File: src/rtl/ps2_device_tx_if.sv
// Byte handshake into the PS/2 device transmitter.
// The source drives tx_data/tx_valid; the device answers with tx_ready.
interface ps2_device_tx_if;
    logic [7:0] tx_data;
    logic       tx_valid;
    logic       tx_ready;

    modport master (
        output tx_data,
        output tx_valid,
        input  tx_ready
    );

    modport slave (
        input  tx_data,
        input  tx_valid,
        output tx_ready
    );
endinterface

File: src/rtl/ps2_device_tx.sv
// PS/2 device-to-host transmitter: scan-code FIFO feeding an 11-bit
// frame serialiser with host-inhibit abort and inter-frame gap.
module ps2_device_tx #(
    parameter int CLK_HALF   = 4000,
    parameter int GAP_CYCLES = 10000,
    parameter int FIFO_DEPTH = 4
) (
    input  logic                        clk,
    input  logic                        reset,
    ps2_device_tx_if.slave              tx,
    input  logic                        host_inhibit,
    output logic                        ps2_clk,
    output logic                        ps2_data,
    output logic                        busy,
    output logic [$clog2(FIFO_DEPTH):0] fifo_count
);
    localparam int AW   = $clog2(FIFO_DEPTH);
    localparam int CW   = AW + 1;
    localparam int MAXC = (CLK_HALF > GAP_CYCLES) ? CLK_HALF : GAP_CYCLES;
    localparam int TW   = $clog2(MAXC) + 1;

    localparam logic [TW-1:0] HALF_END = TW'(CLK_HALF - 1);
    localparam logic [TW-1:0] GAP_END  = TW'(GAP_CYCLES - 1);

    typedef enum logic [2:0] {
        IDLE, LOAD, CLK_HI, CLK_LO, GAP, HOLD
    } state_e;

    state_e          state_q, state_d;
    logic [TW-1:0]   timer_q, timer_d;
    logic [3:0]      bit_cnt_q, bit_cnt_d;
    logic [10:0]     frame_q, frame_d;
    logic [7:0]      mem_q [FIFO_DEPTH];
    logic [7:0]      mem_d [FIFO_DEPTH];
    logic [AW-1:0]   wr_ptr_q, wr_ptr_d;
    logic [AW-1:0]   rd_ptr_q, rd_ptr_d;
    logic [CW-1:0]   count_q, count_d;
    logic            ps2_clk_q, ps2_clk_d;
    logic            ps2_data_q, ps2_data_d;
    logic            busy_q, busy_d;
    logic            ready_q, ready_d;
    logic            push, pop, abort;

    assign push = tx.tx_valid && ready_q;
    assign abort = host_inhibit && (bit_cnt_q <= 4'd9);

    // The head byte is only retired once its stop bit completes, so an
    // aborted frame is simply reloaded from the FIFO head later.
    always_comb begin
        state_d   = state_q;
        timer_d   = timer_q;
        bit_cnt_d = bit_cnt_q;
        frame_d   = frame_q;
        pop       = 1'b0;
        unique case (state_q)
            IDLE: begin
                if (count_q != '0 && !host_inhibit) state_d = LOAD;
            end
            LOAD: begin
                frame_d   = {1'b1, ~^mem_q[rd_ptr_q],
                             mem_q[rd_ptr_q], 1'b0};
                bit_cnt_d = '0;
                timer_d   = '0;
                state_d   = CLK_HI;
            end
            CLK_HI: begin
                if (abort) begin
                    state_d = HOLD;
                    timer_d = '0;
                end else if (timer_q == HALF_END) begin
                    state_d = CLK_LO;
                    timer_d = '0;
                end else begin
                    timer_d = timer_q + 1'b1;
                end
            end
            CLK_LO: begin
                if (abort) begin
                    state_d = HOLD;
                    timer_d = '0;
                end else if (timer_q == HALF_END) begin
                    timer_d = '0;
                    if (bit_cnt_q == 4'd10) begin
                        state_d = GAP;
                        pop     = 1'b1;
                    end else begin
                        state_d   = CLK_HI;
                        bit_cnt_d = bit_cnt_q + 4'd1;
                        frame_d   = {1'b1, frame_q[10:1]};
                    end
                end else begin
                    timer_d = timer_q + 1'b1;
                end
            end
            GAP: begin
                if (timer_q == GAP_END) begin
                    state_d = IDLE;
                    timer_d = '0;
                end else begin
                    timer_d = timer_q + 1'b1;
                end
            end
            HOLD: begin
                if (!host_inhibit) begin
                    state_d = GAP;
                    timer_d = '0;
                end
            end
            default: state_d = IDLE;
        endcase
    end

    always_comb begin
        ps2_clk_d  = (state_d != CLK_LO);
        ps2_data_d = 1'b1;
        if (state_d == CLK_HI || state_d == CLK_LO) ps2_data_d = frame_d[0];
        busy_d     = (state_d != IDLE);
    end

    always_comb begin
        mem_d    = mem_q;
        wr_ptr_d = wr_ptr_q;
        rd_ptr_d = rd_ptr_q;
        count_d  = count_q;
        if (push) begin
            mem_d[wr_ptr_q] = tx.tx_data;
            wr_ptr_d        = wr_ptr_q + 1'b1;
        end
        if (pop) rd_ptr_d = rd_ptr_q + 1'b1;
        unique case ({push, pop})
            2'b10:   count_d = count_q + 1'b1;
            2'b01:   count_d = count_q - 1'b1;
            default: count_d = count_q;
        endcase
        ready_d = (count_d < CW'(FIFO_DEPTH));
    end

    always_ff @(posedge clk or negedge reset) begin
        if (!reset) begin
            state_q    <= IDLE;
            timer_q    <= '0;
            bit_cnt_q  <= '0;
            frame_q    <= '1;
            for (int i = 0; i < FIFO_DEPTH; i++) mem_q[i] <= '0;
            wr_ptr_q   <= '0;
            rd_ptr_q   <= '0;
            count_q    <= '0;
            ps2_clk_q  <= 1'b1;
            ps2_data_q <= 1'b1;
            busy_q     <= 1'b0;
            ready_q    <= 1'b1;
        end else begin
            state_q    <= state_d;
            timer_q    <= timer_d;
            bit_cnt_q  <= bit_cnt_d;
            frame_q    <= frame_d;
            mem_q      <= mem_d;
            wr_ptr_q   <= wr_ptr_d;
            rd_ptr_q   <= rd_ptr_d;
            count_q    <= count_d;
            ps2_clk_q  <= ps2_clk_d;
            ps2_data_q <= ps2_data_d;
            busy_q     <= busy_d;
            ready_q    <= ready_d;
        end
    end

    assign tx.tx_ready = ready_q;
    assign ps2_clk     = ps2_clk_q;
    assign ps2_data    = ps2_data_q;
    assign busy        = busy_q;
    assign fifo_count  = count_q;
endmodule

File: src/flat_wrapper.sv
// flat-port wrapper written by rule: the top's interface ports become plain ports
module ps2_device_tx_flat 
#(
    parameter int CLK_HALF   = 4000,
    parameter int GAP_CYCLES = 10000,
    parameter int FIFO_DEPTH = 4
)
  (clk, reset, host_inhibit, ps2_clk, ps2_data, busy, fifo_count, tx_tx_data, tx_tx_valid, tx_tx_ready);
  ps2_device_tx_if tx_i ();
  input  logic clk;
  input  logic reset;
  input  logic host_inhibit;
  output logic ps2_clk;
  output logic ps2_data;
  output logic busy;
  output logic [$clog2(FIFO_DEPTH):0] fifo_count;
  input wire logic [$bits(tx_i.tx_data)-1:0] tx_tx_data;
  input wire logic [$bits(tx_i.tx_valid)-1:0] tx_tx_valid;
  output wire logic [$bits(tx_i.tx_ready)-1:0] tx_tx_ready;
  assign tx_i.tx_data = tx_tx_data;
  assign tx_i.tx_valid = tx_tx_valid;
  assign tx_tx_ready = tx_i.tx_ready;
  ps2_device_tx #(.CLK_HALF(CLK_HALF), .GAP_CYCLES(GAP_CYCLES), .FIFO_DEPTH(FIFO_DEPTH)) u_core (.clk(clk), .reset(reset), .tx(tx_i), .host_inhibit(host_inhibit), .ps2_clk(ps2_clk), .ps2_data(ps2_data), .busy(busy), .fifo_count(fifo_count));
endmodule
File: config.mk
export PLATFORM = sky130hd
export DESIGN_NAME = ps2_device_tx_flat
export DESIGN_NICKNAME = d
export VERILOG_FILES = /design/src/rtl/ps2_device_tx_if.sv /design/src/rtl/ps2_device_tx.sv /design/src/flat_wrapper.sv
export SDC_FILE = /design/constraint.sdc
export NUM_CORES = 1
export LEC_CHECK = 0
export CAP_MARGIN = 20
export CORE_ASPECT_RATIO = 0.7
export CORE_MARGIN = 10
export CORE_UTILIZATION = 60
export DETAILED_ROUTE_END_ITERATION = 10
export PLACE_DENSITY = 0.88
export SYNTH_ARGS = -nofsm -noshare
export SYNTH_HDL_FRONTEND = slang
export SYNTH_SLANG_ARGS = --single-unit
File: constraint.sdc
create_clock -name clk -period 3.65 [get_ports clk]
set_input_delay 0.73 -clock clk [delete_from_list [all_inputs] [get_ports clk]]
set_output_delay 0.73 -clock clk [all_outputs]
set_load 0.01 [all_outputs]
After elaboration in Yosys (flattened, before gate mapping):

Index checks and enable logic that the tools add are counted.

* reductions and logical operators: 15
* divide/modulo/power cells: 0
* shift-type cells: 0
* multipliers: 0
* eq/ne operators: 17
* multiplexer cells: 34
* $add $sub $neg: 6
* $lt $le $gt $ge: 5
* bitwise gates (word level): 2

Operators with widths (number)
* $mux W15: 4
* $pmux W15 S4: 1
* $mux W11: 3
* $bwmux W32: 1
* $mux W3: 8
* $mux W8: 3
* $pmux W11 S2: 1
* $pmux W3 S6: 1
* $bmux W8 S2: 1
* $demux W8 S2: 1
* $add A15 B1 Y15 const B: 1
* $eq A15 B12 Y1 const B: 1
* $eq A15 B14 Y1 const B: 1
* $eq A3 B2 Y1 const B: 4
* $mux W4: 3
* $pmux W4 S2: 1
* $reduce_xnor A8 Y1: 1
* $eq A3 B3 Y1 const B: 2
* $ge A3 B3 Y1 const B: 2
* $ne A2 B2 Y1 const B: 3
* $not A2 Y3: 2
* $pmux W3 S2: 1
* $reduce_bool A3 Y1: 2
* $mux W1: 5
* other kinds (22): 26

* logic and storage cells: 95
* output and inout bits: 7
* register bits: 76
* memory bits (writable): 0
* bits in read-only memories: 0
* bits in latches: 0
* memories kept: 0

Logic depth before layout (Yosys ltp):

* depth after elaboration: 8
* gate-level depth with buffers: 12
* depth with buffers taken out: 12

Worst setup path before layout:

OpenSTA, ideal clock, no wires.

* kind: reg-to-reg
* start: register u_core.bit_cnt_q[0]
* end: register u_core.ready_q (netlist: u_core.tx.tx_ready)
* data required time: 3.571 ns
* stages on the path, launching flop included: 13
* arrival: 2.477 ns
* slack: 1.094 ns
* setup time: 0.079 ns
* buffers on the path: 0
* cells stage by stage: dfrtp_1 -> inv_1 -> ha_1 -> o21bai_1 -> a21boi_0 -> or2_1 -> and3b_1 -> ha_1 -> fa_1 -> xnor2_1 -> nor2_1 -> xor2_1 -> inv_1

* cells in the longest elaborated chain, start to end: 8
* elaborated cells between the ends (all ways): 11

Ends and longest elaborated chain
* from (decl): line ps2_device_tx.sv:31 `logic [3:0] bit_cnt_q, bit_cnt_d;`
* from (signal assigned): line ps2_device_tx.sv:155 `bit_cnt_q <= bit_cnt_d;`
* $eq A4 B4 Y1: line ps2_device_tx.sv:83 `if (bit_cnt_q == 4'd10) begin`
* $mux W1: line ps2_device_tx.sv:83
* $mux W1: line ps2_device_tx.sv:81 `end else if (timer_q == HALF_END) begin`
* $mux W1 (*): line ps2_device_tx.sv:78 `if (abort) begin`
* $mux W1 (*): line ps2_device_tx.sv:55 `unique case (state_q)`
* via u_core.pop: line ps2_device_tx.sv:42 `logic push, pop, abort;`
* $eq A2 B1 Y1 or $eq A2 B2 Y1 (tied branches): line ps2_device_tx.sv:130 `unique case ({push, pop})`
* $pmux W3 S2 (*): line ps2_device_tx.sv:130
* via u_core.count_d[2]: line ps2_device_tx.sv:37 `logic [CW-1:0] count_q, count_d;`
* $lt A3 B3 Y1 (*): line ps2_device_tx.sv:135 `ready_d = (count_d < CW'(FIFO_DEPTH));`
* via u_core.ready_d: line ps2_device_tx.sv:41 `logic ready_q, ready_d;`
* to (signal assigned): line ps2_device_tx.sv:164 `ready_q <= ready_d;`
* to (decl): line ps2_device_tx.sv:41

The timed path passes the listed nets; every way through them passes the cells marked *.
A chain may end at the register's enable or synchronous reset.

Final worst setup path:

* start: input host_inhibit
* end: register u_core.ready_q (netlist: u_core.tx.tx_ready)

* cells in the longest elaborated chain, start to end: 6
* elaborated cells between the ends (all ways): 7

Ends and longest elaborated chain
* from (decl): line flat_wrapper.sv:12 `input logic host_inhibit;`
* $logic_and A1 B1 Y1 (*): line ps2_device_tx.sv:45 `assign abort = host_inhibit && (bit_cnt_q <= 4'd9);`
* $mux W1 (*): line ps2_device_tx.sv:78
* $mux W1 (*): line ps2_device_tx.sv:55
* via u_core.pop: line ps2_device_tx.sv:42
* $eq A2 B1 Y1 or $eq A2 B2 Y1 (tied branches): line ps2_device_tx.sv:130
* $pmux W3 S2 (*): line ps2_device_tx.sv:130
* via u_core.count_d[2]: line ps2_device_tx.sv:37
* $lt A3 B3 Y1 (*): line ps2_device_tx.sv:135
* via u_core.ready_d: line ps2_device_tx.sv:41

Marked as above.

==> results.py <==
metrics = {
    "outcome": {
        "status": "finished clean",
    },
    "hold_path": {
        "hp-class": "in -> async",
    },
    "floorplan": {
        "dieArea_sq_um": 10180,
        "io_pins": 19,
        "start_util_pct": 62.14,
        "rows": 24,
        "die_h_um": 87.46,
        "die_w_um": 116.4,
        "core_sq_um": 6276,
    },
    "power": {
        "seq_power_share_pct": 44.1,
        "p_sw_share_pct": 34.12,
        "pwr_density_cell_nw_per_um2": 764.1,
        "peakVddDrop_mv": 0.4364,
        "clockPowerShare_pct": 19.9,
        "finalPower_uw": 3278,
        "power.switching_uw": 1118,
        "power.share.combinational_pct": 36.0,
        "p_int_uw": 2160,
        "p_leak_uw": 0.001815,
    },
    "place": {
        "routabilityCongestion": 0.8440,
        "dp_hpwl_mm": 5.512,
        "place_area_sq_um": 4089,
        "pre_cts_ws_ns": 0.3097,
        "port_buffers": 18,
    },
    "grt": {
        "grt_pass1_wl_mm": 13.70,
        "grt.total_usage_pct": 17.05,
        "grt_pass1_vias": 2782,
        "grt_max_degree": 77,
        "overflow": 0,
        "antenna_found_initial": 0,
    },
    "synth": {
        "avgSynthCellArea_sq_um": 11.93,
        "netlist_area_sq_um": 3900,
        "yosys.cell_types.count": 57,
        "synth_top_area_cell": "dfrtp_1",
        "synth_edf_count": 0,
        "synth_most_common_cell": "dfrtp_1",
        "yosys.area.top_type_share_pct": 39.78,
        "synthArstFlopShare_pct": 100.0,
        "ys_seq_area_share_pct": 49.21,
        "ys.flop_type": "dfrtp_1",
        "yosysWarnings": 0,
        "yosys_register_bits": 76,
        "syn_inst": 327,
        "syn-num-nets": 350,
        "netlist_top_cells_count": "dfrtp_1, mux2_2, nor2_1, o22ai_1",
        "synthTopCellsByArea": "dfrtp_1, mux2_2, dfstp_2",
    },
    "final_layout": {
        "final_area_sq_um": 4290,
        "nNetsFinal": 366,
        "num_antenna_cells": 0,
        "area_delta_synth_final_pct": 10.01,
        "drive_gt1_share_pct": 23.85,
    },
    "route": {
        "wl_per_cell_um": 18.92,
        "num_vias": 2676,
        "drtAntennaViolNets": 0,
        "viasPerCell": 6.282,
        "drcViolationCount": 0,
        "drt-total-wl_mm": 8.060,
        "first_pass_iters": 4,
        "drt-initial-drc-count": 202,
    },
    "critical_path": {
        "worst_setup_path_end_kind": "flop",
        "crit_arrival_ns": 3.30,
        "critical_path_class": "in -> reg",
        "crit_path_start_kind": "input port",
        "startpoint": "host_inhibit",
        "cp_max_fo": 6,
        "cp_data_required_time_ns": 3.93,
        "r2r-start": "u_core.bit_cnt_q[0]$_DFFE_PN0P_",
    },
    "sta": {
        "tightest_slew_ns": 0.9305,
        "finClkSkew_ns": 0.008027,
        "hold_viol": 0,
        "fin_setup_tns_ns": 0,
        "fmax_ghz": 0.3313,
        "fin_crit_sh_pct": 82.69,
        "setup_viol": 0,
        "rsz0062_at_grt": "false",
        "fin_crit_ns": 3.018,
        "layout_setup_ws_ns": 0.6318,
        "finalMaxSlewViolations": 0,
        "max-slew-margin-rel_pct": 37.97,
    },
    "clock_tree": {
        "postCtsSetupRepairBufs": 0,
        "cts_buffers": 9,
        "clkSlewWorstSetupHoldPaths_ns": 0.08,
        "cts-root-buf": "clkbuf_8",
        "clkLatencyLatePin_ns": 0.35,
        "ctsHoldBuffers": 0,
        "cts_num_sinks": 76,
        "cts_resized": 0,
        "tritoncts": "yes",
        "clockBufferDepth": 2,
        "htreeDepth": 3,
    },
    "run": {
        "drv_cap": 0,
    },
}
power by group through the flow:
stage	registers, uW	logic [uW]	clock network (uW)
after global placement	1420	1120	0
after global routing	1490	1300	699
after detailed placement	1460	1180	0
after CTS	1440	1190	659
final	1450	1180	651
after floorplan	1360	959	0
critical path, cell delays in order:
cell and delay [ns]:
clkdlybuf4s50_1 0.55, a21boi_0 0.36, or2_1 0.25, and3b_1 0.25, ha_1 0.25, fa_1 0.38
xnor2_1 0.14, nor2_1 0.11, xor2_1 0.21, inv_1 0.07
worst paths after layout:
path | to | slack, ns | depth (start not counted)
worst max-delay path | u_core.tx.tx_ready$_DFF_PN1_ | 0.63 | 10
worst min-delay path | u_core.fifo_count[0]$_DFFE_PN0N_ | 0.50 | 1
worst max register to register | u_core.tx.tx_ready$_DFF_PN1_ | 0.73 | 12
worst min register to register | u_core.mem_q[31]$_DFFE_PN0P_ | 0.51 | 1
max in group asynchronous | u_core.timer_q[7]$_DFFE_PN0P_ | 2.54 | 1
min in group clk | u_core.mem_q[31]$_DFFE_PN0P_ | 0.51 | 1
area by class of cell:
| cell class | instances | area, sq um |
|---|---|---|
| Inverter | 11 | 41.29 |
| Clock inverter | 6 | 63.81 |
| Sequential cell | 76 | 1919 |
| Fill cell | 468 | 1986 |
| Tap cell | 78 | 97.59 |
| Clock buffer | 10 | 137.6 |
| Multi-Input combinational cell | 227 | 1853 |
| Timing Repair Buffer | 18 | 177.7 |
cell families after synthesis:
group | Yosys count | share of synthesized area [%]
XOR/XNOR | 22 | 5.518
multiplexers | 43 | 14.79
buffers and inverters | 24 | 3.272
AO/OA/AOI/OAI | 67 | 10.88
flip-flops | 76 | 49.21
adder cells (fa/ha/maj) | 11 | 3.722
AND/OR/NAND/NOR | 84 | 12.61
through the flow:
stage / hold WS [ns] / instances / utilization (%)
finish: 0.5035 / 426 / 68.36
global route: 0.5246 / 426 / 68.36
CTS: 0.5121 / 426 / 68.36
detailed placement: 0.4940 / 410 / 65.15
global placement: 0.4792 / 410 / 65.15
floorplan: 0.4344 / 327 / -
sequential cells by signal, indices dropped and copies added, names as in the netlist:
signal and flops:
u_core.wr_ptr_q 2, u_core.state_q 3, u_core.mem_q 32, u_core.bit_cnt_q 4, u_core.busy 1, u_core.rd_ptr_q 2
u_core.fifo_count 3, u_core.frame_q 11, u_core.timer_q 15, u_core.tx.tx_ready 1, u_core.ps2_data 1, u_core.ps2_clk 1
layer usage:
| metal | track usage [%] | wire length, um |
|---|---|---|
| met5 | 0 | 0 |
| met4 | 5.096 | 95 |
| met3 | 4.614 | 416 |
| met2 | 27.10 | 3903 |
| met1 | 22.31 | 3644 |
placed cells by master (no fill, tap or decap), types with 8 or more instances in the layout:
cell / instances
nand2_1: 13
nor2_1: 19
ha_1: 10
xor2_1: 9
a21oi_1: 14
dfstp_2: 14
mux2_2: 34
nand4_1: 8
inv_1: 11
o21ai_0: 13
dfrtp_1: 62
clkbuf_8: 10
o22ai_1: 16
clkdlybuf4s50_1: 17
xnor2_1: 10
(Power assumes the default switching activity.)
